## src/rtl/mod_counter.sv

```systemverilog
// Up/down modulo counter over 0..MAX_VAL with wrap or saturate, load, tc pulse and sticky ovf.
// Latency: cnt/tc/ovf are registered, so they change 1 cycle after the inputs are sampled; at_max/at_min are combinational on cnt.
// Backpressure: none; the counter updates every cycle. Define COUNTER_ASSERTS_EN to compile in the embedded assertions.
module mod_counter #(
    parameter int WIDTH    = 8,
    parameter int MAX_VAL  = 2**WIDTH-1,
    parameter bit SAT_MODE = 1'b0
) (
    input  logic             clk,
    input  logic             rst_n,
    input  logic             en,
    input  logic             up_dn,
    input  logic             load,
    input  logic [WIDTH-1:0] load_val,
    input  logic             clr_ovf,
    output logic [WIDTH-1:0] cnt,
    output logic             tc,
    output logic             ovf,
    output logic             at_max,
    output logic             at_min
);

    localparam logic [WIDTH-1:0] LP_MAX  = WIDTH'(MAX_VAL);
    localparam logic [WIDTH-1:0] LP_ZERO = '0;
    localparam logic [WIDTH-1:0] LP_ONE  = WIDTH'(1);

    logic [WIDTH-1:0] r_cnt;
    logic             r_tc;
    logic             r_ovf;

    logic [WIDTH-1:0] w_load_clamped;
    logic             w_at_max;
    logic             w_at_min;
    logic             w_boundary;
    logic [WIDTH-1:0] w_cnt_nxt;

    assign w_at_max       = (r_cnt == LP_MAX);
    assign w_at_min       = (r_cnt == LP_ZERO);
    // Load values beyond the terminal value are clamped so out-of-range states stay unreachable.
    assign w_load_clamped = (load_val > LP_MAX) ? LP_MAX : load_val;
    // A boundary event is a counting step that would leave 0..MAX_VAL; a load always masks it.
    assign w_boundary     = !load && en && (up_dn ? w_at_max : w_at_min);

    // Next count: load beats enable beats hold; boundary steps wrap or saturate.
    always_comb begin
        w_cnt_nxt = r_cnt;
        if (load) begin
            w_cnt_nxt = w_load_clamped;
        end else if (en) begin
            if (up_dn) begin
                if (w_at_max) w_cnt_nxt = SAT_MODE ? LP_MAX : LP_ZERO;
                else          w_cnt_nxt = r_cnt + LP_ONE;
            end else begin
                if (w_at_min) w_cnt_nxt = SAT_MODE ? LP_ZERO : LP_MAX;
                else          w_cnt_nxt = r_cnt - LP_ONE;
            end
        end
    end

    // Registered state: count, one-cycle tc pulse, sticky ovf where set beats clear.
    always_ff @(posedge clk or negedge rst_n) begin
        if (!rst_n) begin
            r_cnt <= '0;
            r_tc  <= 1'b0;
            r_ovf <= 1'b0;
        end else begin
            r_cnt <= w_cnt_nxt;
            r_tc  <= w_boundary;
            if (w_boundary)   r_ovf <= 1'b1;
            else if (clr_ovf) r_ovf <= 1'b0;
        end
    end

    assign cnt    = r_cnt;
    assign tc     = r_tc;
    assign ovf    = r_ovf;
    assign at_max = w_at_max;
    assign at_min = w_at_min;

`ifdef COUNTER_ASSERTS_EN
    a_cnt_range: assert property (@(posedge clk) disable iff (!rst_n)
        r_cnt <= LP_MAX)
        else $display("ASSERTION cnt_range violated at %0t", $time);

    a_no_x: assert property (@(posedge clk) disable iff (!rst_n)
        !$isunknown({r_cnt, r_tc, r_ovf}))
        else $display("ASSERTION no_x violated at %0t", $time);

    a_step_up: assert property (@(posedge clk) disable iff (!rst_n)
        (en && !load && up_dn && !w_at_max) |=> (r_cnt == WIDTH'($past(r_cnt) + LP_ONE)))
        else $display("ASSERTION step_up violated at %0t", $time);

    a_step_dn: assert property (@(posedge clk) disable iff (!rst_n)
        (en && !load && !up_dn && !w_at_min) |=> (r_cnt == WIDTH'($past(r_cnt) - LP_ONE)))
        else $display("ASSERTION step_dn violated at %0t", $time);

    a_load: assert property (@(posedge clk) disable iff (!rst_n)
        load |=> (r_cnt == $past(w_load_clamped)))
        else $display("ASSERTION load violated at %0t", $time);

    a_tc_cause: assert property (@(posedge clk) disable iff (!rst_n)
        r_tc |-> $past(w_boundary))
        else $display("ASSERTION tc_cause violated at %0t", $time);

    a_ovf_fall: assert property (@(posedge clk) disable iff (!rst_n)
        $fell(r_ovf) |-> $past(clr_ovf))
        else $display("ASSERTION ovf_fall violated at %0t", $time);
`endif

endmodule
```

## config.mk

```make
export PLATFORM = sky130hd
export DESIGN_NAME = mod_counter
export DESIGN_NICKNAME = d
export VERILOG_FILES = /design/src/rtl/mod_counter.sv
export SDC_FILE = /design/constraint.sdc
export NUM_CORES = 1
export LEC_CHECK = 0
export BUFFER_PORTS_ARGS = -buffer_cell sky130_fd_sc_hd__buf_2
export CORE_AREA = 8 8 56 58
export CTS_CLUSTER_DIAMETER = 100
export CTS_CLUSTER_SIZE = 40
export DETAILED_ROUTE_END_ITERATION = 10
export DIE_AREA = 0 0 64 66
export GPL_TIMING_DRIVEN = 0
export PLACE_DENSITY = 0.71
export SLEW_MARGIN = 20
export SYNTH_ARGS = -nofsm -noshare
export SYNTH_HDL_FRONTEND = slang
export SYNTH_SLANG_ARGS = --single-unit
export TNS_END_PERCENT = 5
```

## constraint.sdc

```tcl
create_clock -name clk -period 1.6 [get_ports clk]
set_input_delay 0.16 -clock clk [delete_from_list [all_inputs] [get_ports clk]]
set_output_delay 0.16 -clock clk [all_outputs]
set_load 0.02 [all_outputs]
```

Word level (Yosys, flattened, before mapping) --
Cells that the tools add are included.
Storage, ports and cells: bits of input ports 14, bits in registers 10
Operators by class: multiplexer cells 9, reductions and logical operators 6, equal/unequal tests 1, $add $sub $neg 2, magnitude comparators 1
Operator list (count):
- 8-bit 2-to-1 mux | 6
- 8-bit by 1-bit adder with 8-bit output (second input constant) | 1
- 8-bit equality test (second input constant) | 1
- 8-bit > comparator (second input constant) | 1
- 8-bit zero test | 1
- 8-bit by 1-bit subtractor with 8-bit output (second input constant) | 1
- 2-bit nonzero test | 2
- 1-bit 2-to-1 mux | 3
- 1-bit logical AND | 2
- 1-bit zero test | 1

Logic depth before layout (Yosys ltp) --
depth in word-level cells 5, depth in mapped cells 6

Worst setup path after synthesis --
Ideal clock, no wire load.
kind register -> register, start register r_cnt[2], in the netlist cnt[2], end register r_cnt[5], in the netlist cnt[5], path buffers 2, data arrival time 2054 ps, setup time 94 ps, data required time 1506 ps, slack -548 ps, cell stages (with the launch flop) 7, path through dfrtp_1 buf_6 or4_1 buf_2 nor3_1 nor2b_1 a211oi_1
On the way: longest elaborated chain between the ends 5, elaborated cells between the ends (all ways) 9, those cells by class 2 x add/sub; 1 x eq/ne; 5 x mux; 1 x reduce/logical
Ends and longest elaborated chain:
- start: declaration | line 27 | logic [WIDTH-1:0] r_cnt;
- start signal: assignment | line 67 | r_cnt <= w_cnt_nxt;
- 8-bit zero test | line 38 | assign w_at_min = (r_cnt == LP_ZERO);
- via at_min | line 20 | output logic at_min
- 8-bit 2-to-1 mux | line 54 | if (w_at_min) w_cnt_nxt = SAT_MODE ? LP_ZERO : LP_MAX;
- 8-bit 2-to-1 mux | line 50 | if (up_dn) begin
- 8-bit 2-to-1 mux | line 49 | end else if (en) begin
- 8-bit 2-to-1 mux | line 47 | if (load) begin
The timed path passes the listed nets, and every way through them passes these cells. The select of a mux whose other input is x is not followed. A chain may end at the register's enable or synchronous reset.

Worst setup path in the final report --
start register r_cnt[2], in the netlist cnt[2], end output port at_min
On the way: longest elaborated chain between the ends 1
Ends and longest elaborated chain (line):
- 8-bit zero test | 38
- end: declaration | 20
No other way between the ends.

==> qor.yml <==
antenna_found_initial: 0
final_area_um2: 1194
grt_pass1_vias: 1013
dieHeight_um: 66
ys_warn_count: 0
syn_nets: 124
netlist.area_leader.share_pct: 28.69
io_buffers: 24
p_sw_uw: 355.3
grt-ovfl-total: 0
n_fill_cell: 228
core_area_um2: 2320
fin_util_pct: 51.46
async_flop_share_pct: 100.0
violations: "setup timing"
htree_levels: 1
ant_nets: 0
timing.rr.end: "cnt[2]$_DFFE_PN0P_"
vias: 961
diodes: 0
cap_viol_max_count: 0
period_share_pct: 110.0
worst_hold_slack_ns: 0.06761
clockPowerShare_pct: 26.4
rsz0062_at_grt: "true"
crit_required_ns: 1.44
die_w_um: 64
clk_latency_ns: 0.28
grt_pass1_wl_um: 4554
crit_path_end_kind: "output port"
hold_viol_final: 0
drtIter0Drc: 44
cts.sinks: 10
final_common_cell: "buf_2"
hold_end: "ovf$_DFFE_PN0P_"
place.gp.congestion: 0.9040
synth_flop_cell: "dfrtp_1"
cts_tree: "done"
p_comb_share_pct: 39.8
fp.dieArea_um2: 4224
finalSetupViolations: 11
yosys.area.top_type: "dfrtp_1"
fin_ws_ns: -0.1606
swShare_pct: 38.30
clockRootBuffer: "clkbuf_4"
power_per_cell_area_nw_per_um2: 777.1
ys_seq_area_share_pct: 28.69
slew_headroom_pct: 65.30
dr.pass1.iters: 4
skew_ns: 0.004834
drc: 0
grt_max_degree: 11
maxSlewViolCount: 0
fmax_mhz: 568.0
max_slew.worst_pin.slew_ns: 0.5165
outcome: "complete, but fails checks"
p_leak_nw: 0.5227
hpwl_um: 1899
clk_pin_slew_ns: 0.08
worstSetupStartpointType: "flop"
cts_buffer_depth: 2
syn_inst: 107
min-delay-start: "clr_ovf"
avgRoutedWirePerCell_um: 15.75
place_area_um2: 1059
crit_fanout: 4
num_rows: 18
final_nets: 159
synth_cell_types: 40
synth.avg_cell_area_um2: 8.150
worstHoldPathCells: 2
critPathKind: "reg -> out"
synth.area.top_cells: "dfrtp_1, ha_1, a21oi_1"
layout_common_cells: "buf_2, nand2_1, nor2_1, buf_4, a21oi_1"
hold_class: "in -> reg"
netlist_area_um2: 872.1
ff2ff_path_depth: 5
drive_gt1_share_pct: 39.01
track_usage_pct: 13.35
synth_edf_count: 0
wl_um: 2694
start_util_pct: 37.59
viasPerCell: 5.620
crit_arrival_ns: 1.60
power_frac_seq_pct: 33.8
io_pins: 26
r2r_slack_ns: -0.15
area_growth_pct: 36.87
fin_crit_ns: 1.761
p_int_uw: 572.3
ys_seq_elements: 10
rr_startpoint: "cnt[2]$_DFFE_PN0P_"
ir_drop_v: 0.0004095
cts_made_buffers: 3
-- flip-flops by register name, summed over array words and instances (netlist names) --
name  count
cnt       8
ovf       1
tc        1
-- cells by family after synthesis --
group           share of synthesized area [%]
compound gates                          22.81
xor+xnor                                4.018
fa+ha+maj                               4.305
buf+inv                                 7.174
flops                                   28.69
mux                                     1.148
simple gates                            31.85
-- how the worst max path moves through the flow --
| stage | to | from | cells past startpoint | slack [ns] |
|---|---|---|---|---|
| floorplan | ovf$_DFFE_PN0P_ | cnt[2]$_DFFE_PN0P_ | 6 | -0.27 |
| global placement | ovf$_DFFE_PN0P_ | cnt[2]$_DFFE_PN0P_ | 6 | -0.33 |
| detailed placement | ovf$_DFFE_PN0P_ | cnt[2]$_DFFE_PN0P_ | 6 | -0.40 |
| CTS | at_min | cnt[2]$_DFFE_PN0P_ | 3 | -0.22 |
| global route | cnt[4]$_DFFE_PN0P_ | cnt[3]$_DFFE_PN0P_ | 6 | -0.27 |
| finish | at_min | cnt[2]$_DFFE_PN0P_ | 3 | -0.16 |
-- power groups by stage --
stage	Sequential, mW	Clock, mW	Combinational, mW
CTS	0.313	0.241	0.354
floorplan	0.346	0	0.199
finish	0.313	0.245	0.369
detailed placement	0.322	0	0.317
global placement	0.320	0	0.310
global route	0.317	0.256	0.407
-- layer usage --
metal  track usage, %  wire (um)  up-vias
met5                0          0        -
met4            7.521         61        0
met3            3.390        211        8
met2            24.84       1373       50
met1            13.24       1047      445
li1                 -          -      458
-- what timing repair did --
| item | in CTS | in global routing |
|---|---|---|
| resized for setup | 15 | 5 |
| setup endpoints to repair | 10 | 11 |
| pin swaps | 4 | 1 |
| hold endpoints to repair | 10 | 0 |
| setup buffers | 7 | 0 |
| hold buffers | 1 | 0 |
-- cell usage after synthesis, types with 3 or more instances --
| library cell | count |
|---|---|
| a211oi_1 | 3 |
| and3_1 | 3 |
| ha_1 | 3 |
| nor2b_1 | 3 |
| dfrtp_1 | 10 |
| o21ai_0 | 4 |
| inv_1 | 5 |
| nor2_1 | 8 |
| a21oi_1 | 7 |
| nor3b_1 | 4 |
| nand4_1 | 3 |
| nand2_1 | 8 |
| nor3_1 | 6 |
| clkbuf_1 | 6 |
-- stage by stage --
step           instances  power, mW  setup WS [ns]  setup TNS, ns
4_1_cts              171     0.9088        -0.2153         -1.246
5_1_grt              171     0.9802        -0.2673         -1.943
2_1_floorplan        107     0.5443        -0.2653         -1.643
3_5_place_dp         161     0.6392        -0.3993         -2.000
6_report             171     0.9276        -0.1606        -0.9915
3_3_place_gp         161     0.6298        -0.3319         -1.718
-- final cells by class --
class	count	area [um^2]	share of cell area (%)
Multi-Input combinational cell	83	618.1	51.78
Sequential cell	10	256.5	21.49
Timing Repair Buffer	32	191.4	16.04
Tap cell	30	37.54	3.145
Clock buffer	4	36.28	3.040
Buffer	7	35.03	2.935
Inverter	5	18.77	1.572
-- worst max-delay path, cell delays in order (launching register included) --
cell	delay [ns]
dfrtp_2	0.42
or4_4	0.59
nor3_4	0.16
buf_6	0.14
No activity file was read; power rests on OpenSTA's default activity.
